`src/rtl/dds_pkg.sv`:
```
// Shared types and default widths for the RAM-DDS address/control stage.
package dds_pkg;

  typedef enum logic [1:0] {
    IDLE = 2'd0,
    LOAD = 2'd1,
    RUN  = 2'd2
  } dds_state_e;

  localparam int ACC_W_DEF  = 32;
  localparam int ADDR_W_DEF = 10;
  localparam int DATA_W_DEF = 32;
  localparam int RD_LAT_DEF = 1;

endpackage

```
`src/rtl/dds_phase_acc.sv`:
```
// Phase accumulator with clear-on-start and phase-offset address adder.
module dds_phase_acc
  import dds_pkg::*;
#(
  parameter int ACC_W  = ACC_W_DEF,
  parameter int ADDR_W = ADDR_W_DEF
) (
  input  logic              clk,
  input  logic              rst_n,
  input  logic              clr,
  input  logic              adv,
  input  logic [ACC_W-1:0]  ftw,
  input  logic [ADDR_W-1:0] pow,
  output logic [ADDR_W-1:0] addr
);

  logic [ACC_W-1:0] acc_q;
  logic [ACC_W-1:0] acc_d;
  logic [ACC_W-1:0] base;

  // clr makes the start cycle see a zero phase while idle cycles hold acc_q
  always_comb begin
    base  = clr ? '0 : acc_q;
    addr  = base[ACC_W-1 -: ADDR_W] + pow;
    acc_d = acc_q;
    if (adv) begin
      acc_d = base + ftw;
    end
  end

  always_ff @(posedge clk or negedge rst_n) begin
    if (!rst_n) begin
      acc_q <= '0;
    end else begin
      acc_q <= acc_d;
    end
  end

endmodule

```
`src/rtl/dds_addr_gen.sv`:
```
// RAM-DDS address/control stage: table load, phase-driven
// reads and re-timing of RAM read data into a sample stream.
module dds_addr_gen
  import dds_pkg::*;
#(
  parameter int ACC_W  = ACC_W_DEF,
  parameter int ADDR_W = ADDR_W_DEF,
  parameter int DATA_W = DATA_W_DEF,
  parameter int RD_LAT = RD_LAT_DEF
) (
  input  logic              clk,
  input  logic              rst_n,
  input  logic              en,
  input  logic [ACC_W-1:0]  ftw,
  input  logic [ADDR_W-1:0] pow,
  input  logic              ld_start,
  input  logic              ld_valid,
  input  logic [DATA_W-1:0] ld_data,
  output logic              ld_ready,
  output logic              ld_done,
  output logic              wea,
  output logic [ADDR_W-1:0] addra,
  output logic [DATA_W-1:0] dina,
  input  logic [DATA_W-1:0] douta,
  output logic [DATA_W-1:0] sample,
  output logic              sample_valid,
  output logic              busy
);

  dds_state_e state_q, state_d;

  logic [ADDR_W-1:0] cnt_q, cnt_d;
  logic              wea_q, wea_d;
  logic [ADDR_W-1:0] addr_q, addr_d;
  logic [DATA_W-1:0] dina_q, dina_d;
  logic              done_q, done_d;
  logic              busy_q, busy_d;
  logic [DATA_W-1:0] smp_q, smp_d;
  logic              sv_q, sv_d;
  logic              avld_q, avld_d;
  logic [RD_LAT-1:0] vld_q, vld_d;

  logic              accept;
  logic              last;
  logic              start_run;
  logic              issue;
  logic              clr;
  logic [ADDR_W-1:0] acc_addr;

  assign accept    = (state_q == LOAD) && ld_valid;
  assign last      = accept && (cnt_q == '1);
  assign start_run = (state_q == IDLE) && en && !ld_start;
  assign issue     = start_run || ((state_q == RUN) && en);
  assign clr       = (state_q == IDLE);

  dds_phase_acc #(
    .ACC_W  (ACC_W),
    .ADDR_W (ADDR_W)
  ) u_acc (
    .clk   (clk),
    .rst_n (rst_n),
    .clr   (clr),
    .adv   (issue),
    .ftw   (ftw),
    .pow   (pow),
    .addr  (acc_addr)
  );

  always_ff @(posedge clk or negedge rst_n) begin
    if (!rst_n) begin
      state_q <= IDLE;
      cnt_q   <= '0;
      wea_q   <= 1'b0;
      addr_q  <= '0;
      dina_q  <= '0;
      done_q  <= 1'b0;
      busy_q  <= 1'b0;
      smp_q   <= '0;
      sv_q    <= 1'b0;
      avld_q  <= 1'b0;
      vld_q   <= '0;
    end else begin
      state_q <= state_d;
      cnt_q   <= cnt_d;
      wea_q   <= wea_d;
      addr_q  <= addr_d;
      dina_q  <= dina_d;
      done_q  <= done_d;
      busy_q  <= busy_d;
      smp_q   <= smp_d;
      sv_q    <= sv_d;
      avld_q  <= avld_d;
      vld_q   <= vld_d;
    end
  end

  always_comb begin
    state_d = state_q;
    unique case (state_q)
      IDLE: begin
        if (ld_start) begin
          state_d = LOAD;
        end else if (en) begin
          state_d = RUN;
        end
      end
      LOAD: begin
        if (last) begin
          state_d = IDLE;
        end
      end
      RUN: begin
        if (!en) begin
          state_d = IDLE;
        end
      end
      default: state_d = IDLE;
    endcase
  end

  always_comb begin
    cnt_d  = cnt_q;
    wea_d  = 1'b0;
    addr_d = addr_q;
    dina_d = dina_q;
    done_d = last;
    busy_d = (state_d != IDLE);
    avld_d = issue;
    smp_d  = smp_q;
    sv_d   = vld_q[RD_LAT-1];

    unique case (1'b1)
      accept: begin
        wea_d  = 1'b1;
        addr_d = cnt_q;
        dina_d = ld_data;
        cnt_d  = cnt_q + ADDR_W'(1);
      end
      issue: begin
        addr_d = acc_addr;
      end
      default: ;
    endcase

    // avld_q is aligned with addra; vld_q adds the RAM read latency
    vld_d[0] = avld_q;
    for (int i = 1; i < RD_LAT; i++) begin
      vld_d[i] = vld_q[i-1];
    end

    if (vld_q[RD_LAT-1]) begin
      smp_d = douta;
    end
  end

  assign ld_ready     = (state_q == LOAD);
  assign ld_done      = done_q;
  assign wea          = wea_q;
  assign addra        = addr_q;
  assign dina         = dina_q;
  assign sample       = smp_q;
  assign sample_valid = sv_q;
  assign busy         = busy_q;

endmodule
```
`config.mk`:
```
export PLATFORM = sky130hd
export DESIGN_NAME = dds_addr_gen
export DESIGN_NICKNAME = d
export VERILOG_FILES = /design/src/rtl/dds_pkg.sv /design/src/rtl/dds_phase_acc.sv /design/src/rtl/dds_addr_gen.sv
export SDC_FILE = /design/constraint.sdc
export NUM_CORES = 1
export LEC_CHECK = 0
export CAP_MARGIN = 15
export CELL_PAD_IN_SITES_DETAIL_PLACEMENT = 1
export CELL_PAD_IN_SITES_GLOBAL_PLACEMENT = 2
export CORE_MARGIN = 10
export CORE_UTILIZATION = 41
export DETAILED_ROUTE_END_ITERATION = 10
export DONT_BUFFER_PORTS = 1
export PLACE_DENSITY = 0.92
export SYNTH_ARGS = -nofsm -noshare
export SYNTH_HDL_FRONTEND = slang
export SYNTH_SLANG_ARGS = --single-unit
```
`constraint.sdc`:
```
create_clock -name clk -period 7.9 [get_ports clk]
set_clock_uncertainty 0.2 [all_clocks]
set_input_delay 1.58 -clock clk [delete_from_list [all_inputs] [get_ports clk]]
set_output_delay 1.58 -clock clk [all_outputs]
set_load 0.005 [all_outputs]
```
==> impl_metrics.tcl <==
set metrics [dict create \
    p_sw_mw 1.37 \
    holdWs_ns 0.147 \
    hp-start "avld_q" \
    worstHoldPathType "reg -> reg" \
    drive_gt1_share_pct 11.7 \
    leakage_nw 3.58 \
    synth_nets 909 \
    final_nets 897 \
    slowest_delay_ns 0.48 \
    path_buf_inv 1 \
    period_minus_slack_ns 3.97 \
    stdcell_area_um2 7850 \
    critPathTopFamily "compound AO/OA/AOI/OAI gates" \
    dr.pass1.iters 4 \
    crit_chain "or2_1, buf_4, and2_1, ha_1, fa_1, a211oi_1, o21bai_1, a21oi_2, o31ai_4, a2111oi_2, o31ai_1, xnor2_1, o21ai_1" \
    clkPwrFrac_pct 23.8 \
    grtUsageTotal_pct 17.3 \
    critPathArrivalTime_ns 4.04 \
    clockRootBuffer "clkbuf_16" \
    max_freq_mhz 252 \
    grt_pass1_wl_um 31600 \
    power_frac_seq_pct 34.8 \
    cts_buffer_depth 2 \
    status "finished, final reports clean" \
    path_class "reg -> reg" \
    reg2reg_setup_slack_ns 3.93 \
    worstReg2RegStart "state_q[1]" \
    cts_tree "built" \
    cts_max_level 4 \
    dieArea_um2 22900 \
    worstSetupStartpoint "state_q[1]" \
    startpoint_type "flip-flop" \
    ys_warn_count 0 \
    tns_ns 0 \
    crit_path_top_delay_cell "dfrtp_1" \
    setup_viol 0 \
    max-vdd-ir-drop_mv 0.184 \
    clk_pin_slew_ns 0.06 \
    vias_per_cell 5.55 \
    cts_hold_buf 0 \
    start_util_pct 42.2 \
    clock_latency_ns 0.42 \
    drv_slew 0 \
    die_w_um 151 \
    wl_per_cell_um 20.8 \
    cts_made_buffers 17 \
    drc 0 \
    synth-edff-count 0 \
    area_delta_synth_final_pct 10.9 \
    worst_pin_slew_ns 0.807 \
    most-common-layout-cells "175 x nand2_1, 124 x dfrtp_1, 46 x o21ai_0" \
    syn_area_per_cell_um2 9.33 \
    p_sw_share_pct 40.7 \
    cp-end-kind "flip-flop" \
    cap_violations 0 \
    rsz0062_at_grt "no" \
    cts_resized 0 \
    grt_pass1_vias 5908 \
    placed_area_um2 7220 \
    worstPathRequired_ns 7.97 \
    antenna_found_initial 1 \
    combPwrFrac_pct 41.4 \
    power_mw 3.36 \
    drtIter0Drc 212 \
    p_int_mw 1.99 \
    ys.flop_type "dfrtp_1" \
    overflow 0 \
    io_buffers 0 \
    cts_setup_buffers 0 \
    power_density_nw_per_um2 428 \
    core_area_um2 16800 \
    fin_crit_sh_pct 50.3 \
    cts.sinks 124 \
    grt_max_degree 125 \
    ios 190 \
    ant_nets 0 \
    cp_max_fo 37 \
    yosys_register_bits 124 \
    hpwl_um 15400 \
    async_flop_share_pct 100 \
    die_h_um 151 \
    slew_headroom_pct 46.2 \
    rows 47 \
    wirelength_um 20400 \
    netlist_instances 759 \
    place_congestion 0.873 \
    yosys.cell_types.count 69 \
    hold_viol 0 \
    layout_commonest_cell "nand2_1" \
    seq_area_frac_synth_pct 43.8 \
    vias 5440 \
    synth_area_um2 7080 \
]
==> synthesized netlist by cell type, types with 4 or more instances <==
master | instances | area [um^2]
o31ai_1 | 6 | 45.0
a21oi_1 | 42 | 210
a211oi_1 | 7 | 52.6
o21ai_1 | 11 | 55.1
o21ai_0 | 46 | 230
xor2_1 | 16 | 140
nor2_1 | 23 | 86.3
o21a_1 | 6 | 45.0
mux2_2 | 32 | 360
nand2_1 | 175 | 657
clkbuf_1 | 20 | 75.1
a31oi_1 | 6 | 37.5
o21bai_1 | 6 | 45.0
xnor2_1 | 25 | 219
and3_1 | 8 | 50.1
nor3b_1 | 6 | 45.0
a21o_1 | 5 | 37.5
buf_2 | 5 | 25.0
buf_1 | 7 | 26.3
ha_1 | 38 | 475
and2_1 | 36 | 225
dfrtp_1 | 124 | 3100
nand3_1 | 13 | 65.1
mux2i_1 | 4 | 40.0
nand4_1 | 5 | 31.3
nor3_1 | 7 | 35.0
inv_1 | 15 | 56.3
nand2b_1 | 6 | 37.5
==> logic make-up (layout without fill, tap and decap cells) <==
group	after synthesis	count (layout)	synth area share (%)
AOI/OAI and AO/OA	167	167	15.5
xor gates and xnor gates	41	41	5.07
adders and majority gates	42	42	7.44
buffers and inverters	52	53	3.18
DFF	124	124	43.8
muxes	36	36	5.66
other	0	1	0
and+or+nand+nor	297	297	19.3
==> metrics by stage <==
step / util (%) / setup slack [ns] / cells
final: 46.8 / 3.93 / 981
after global routing: 46.8 / 3.68 / 980
after CTS: 46.7 / 3.88 / 979
after detailed placement: 43.1 / 3.50 / 947
after global placement: 43.1 / 3.61 / 947
after floorplan: - / 3.87 / 759
==> power by group through the flow <==
stage	clock network, mW	registers [mW]	logic, mW
finish	0.801	1.17	1.39
global route	0.848	1.22	1.57
CTS	0.818	1.19	1.39
detailed placement	0	1.20	1.37
global placement	0	1.18	1.29
floorplan	0	1.08	1.13
==> metal layers <==
layer  up-vias  routed length (um)  global-route usage, %
met5         -                  20                      0
met4         2                 167                   4.86
met3        15                1900                   6.26
met2       156               10400                   30.4
met1      2670                7950                   19.3
li1       2597                   -                      -
==> layout make-up <==
cell class | count | area, um^2
clock inverter | 15 | 176
sequential | 124 | 3100
tap | 220 | 275
multi-input combinational | 583 | 3750
clock buffer | 17 | 425
fill | 1943 | 8910
antenna | 1 | 2.50
inverter | 16 | 60.1
timing repair buffer | 5 | 57.6
==> final timing paths <==
| path | end | cells past startpoint |
|---|---|---|
| max | u_acc.acc_q[24] | 13 |
| min in group asynchronous | sample[3] | 0 |
| min | sv_d | 0 |
| max in group asynchronous | u_acc.acc_q[22] | 0 |
| max reg2reg | u_acc.acc_q[24] | 13 |
| min reg2reg | sv_d | 0 |
==> sequential cells by signal (all words and copies together), names as in the netlist <==
register,flops
u_acc.acc_q,32
addra,10
dina,32
sv_d,1
cnt_q,10
ld_done,1
sample_valid,1
wea,1
state_q,2
avld_q,1
busy,1
sample,32
(Power assumes the default switching activity.)
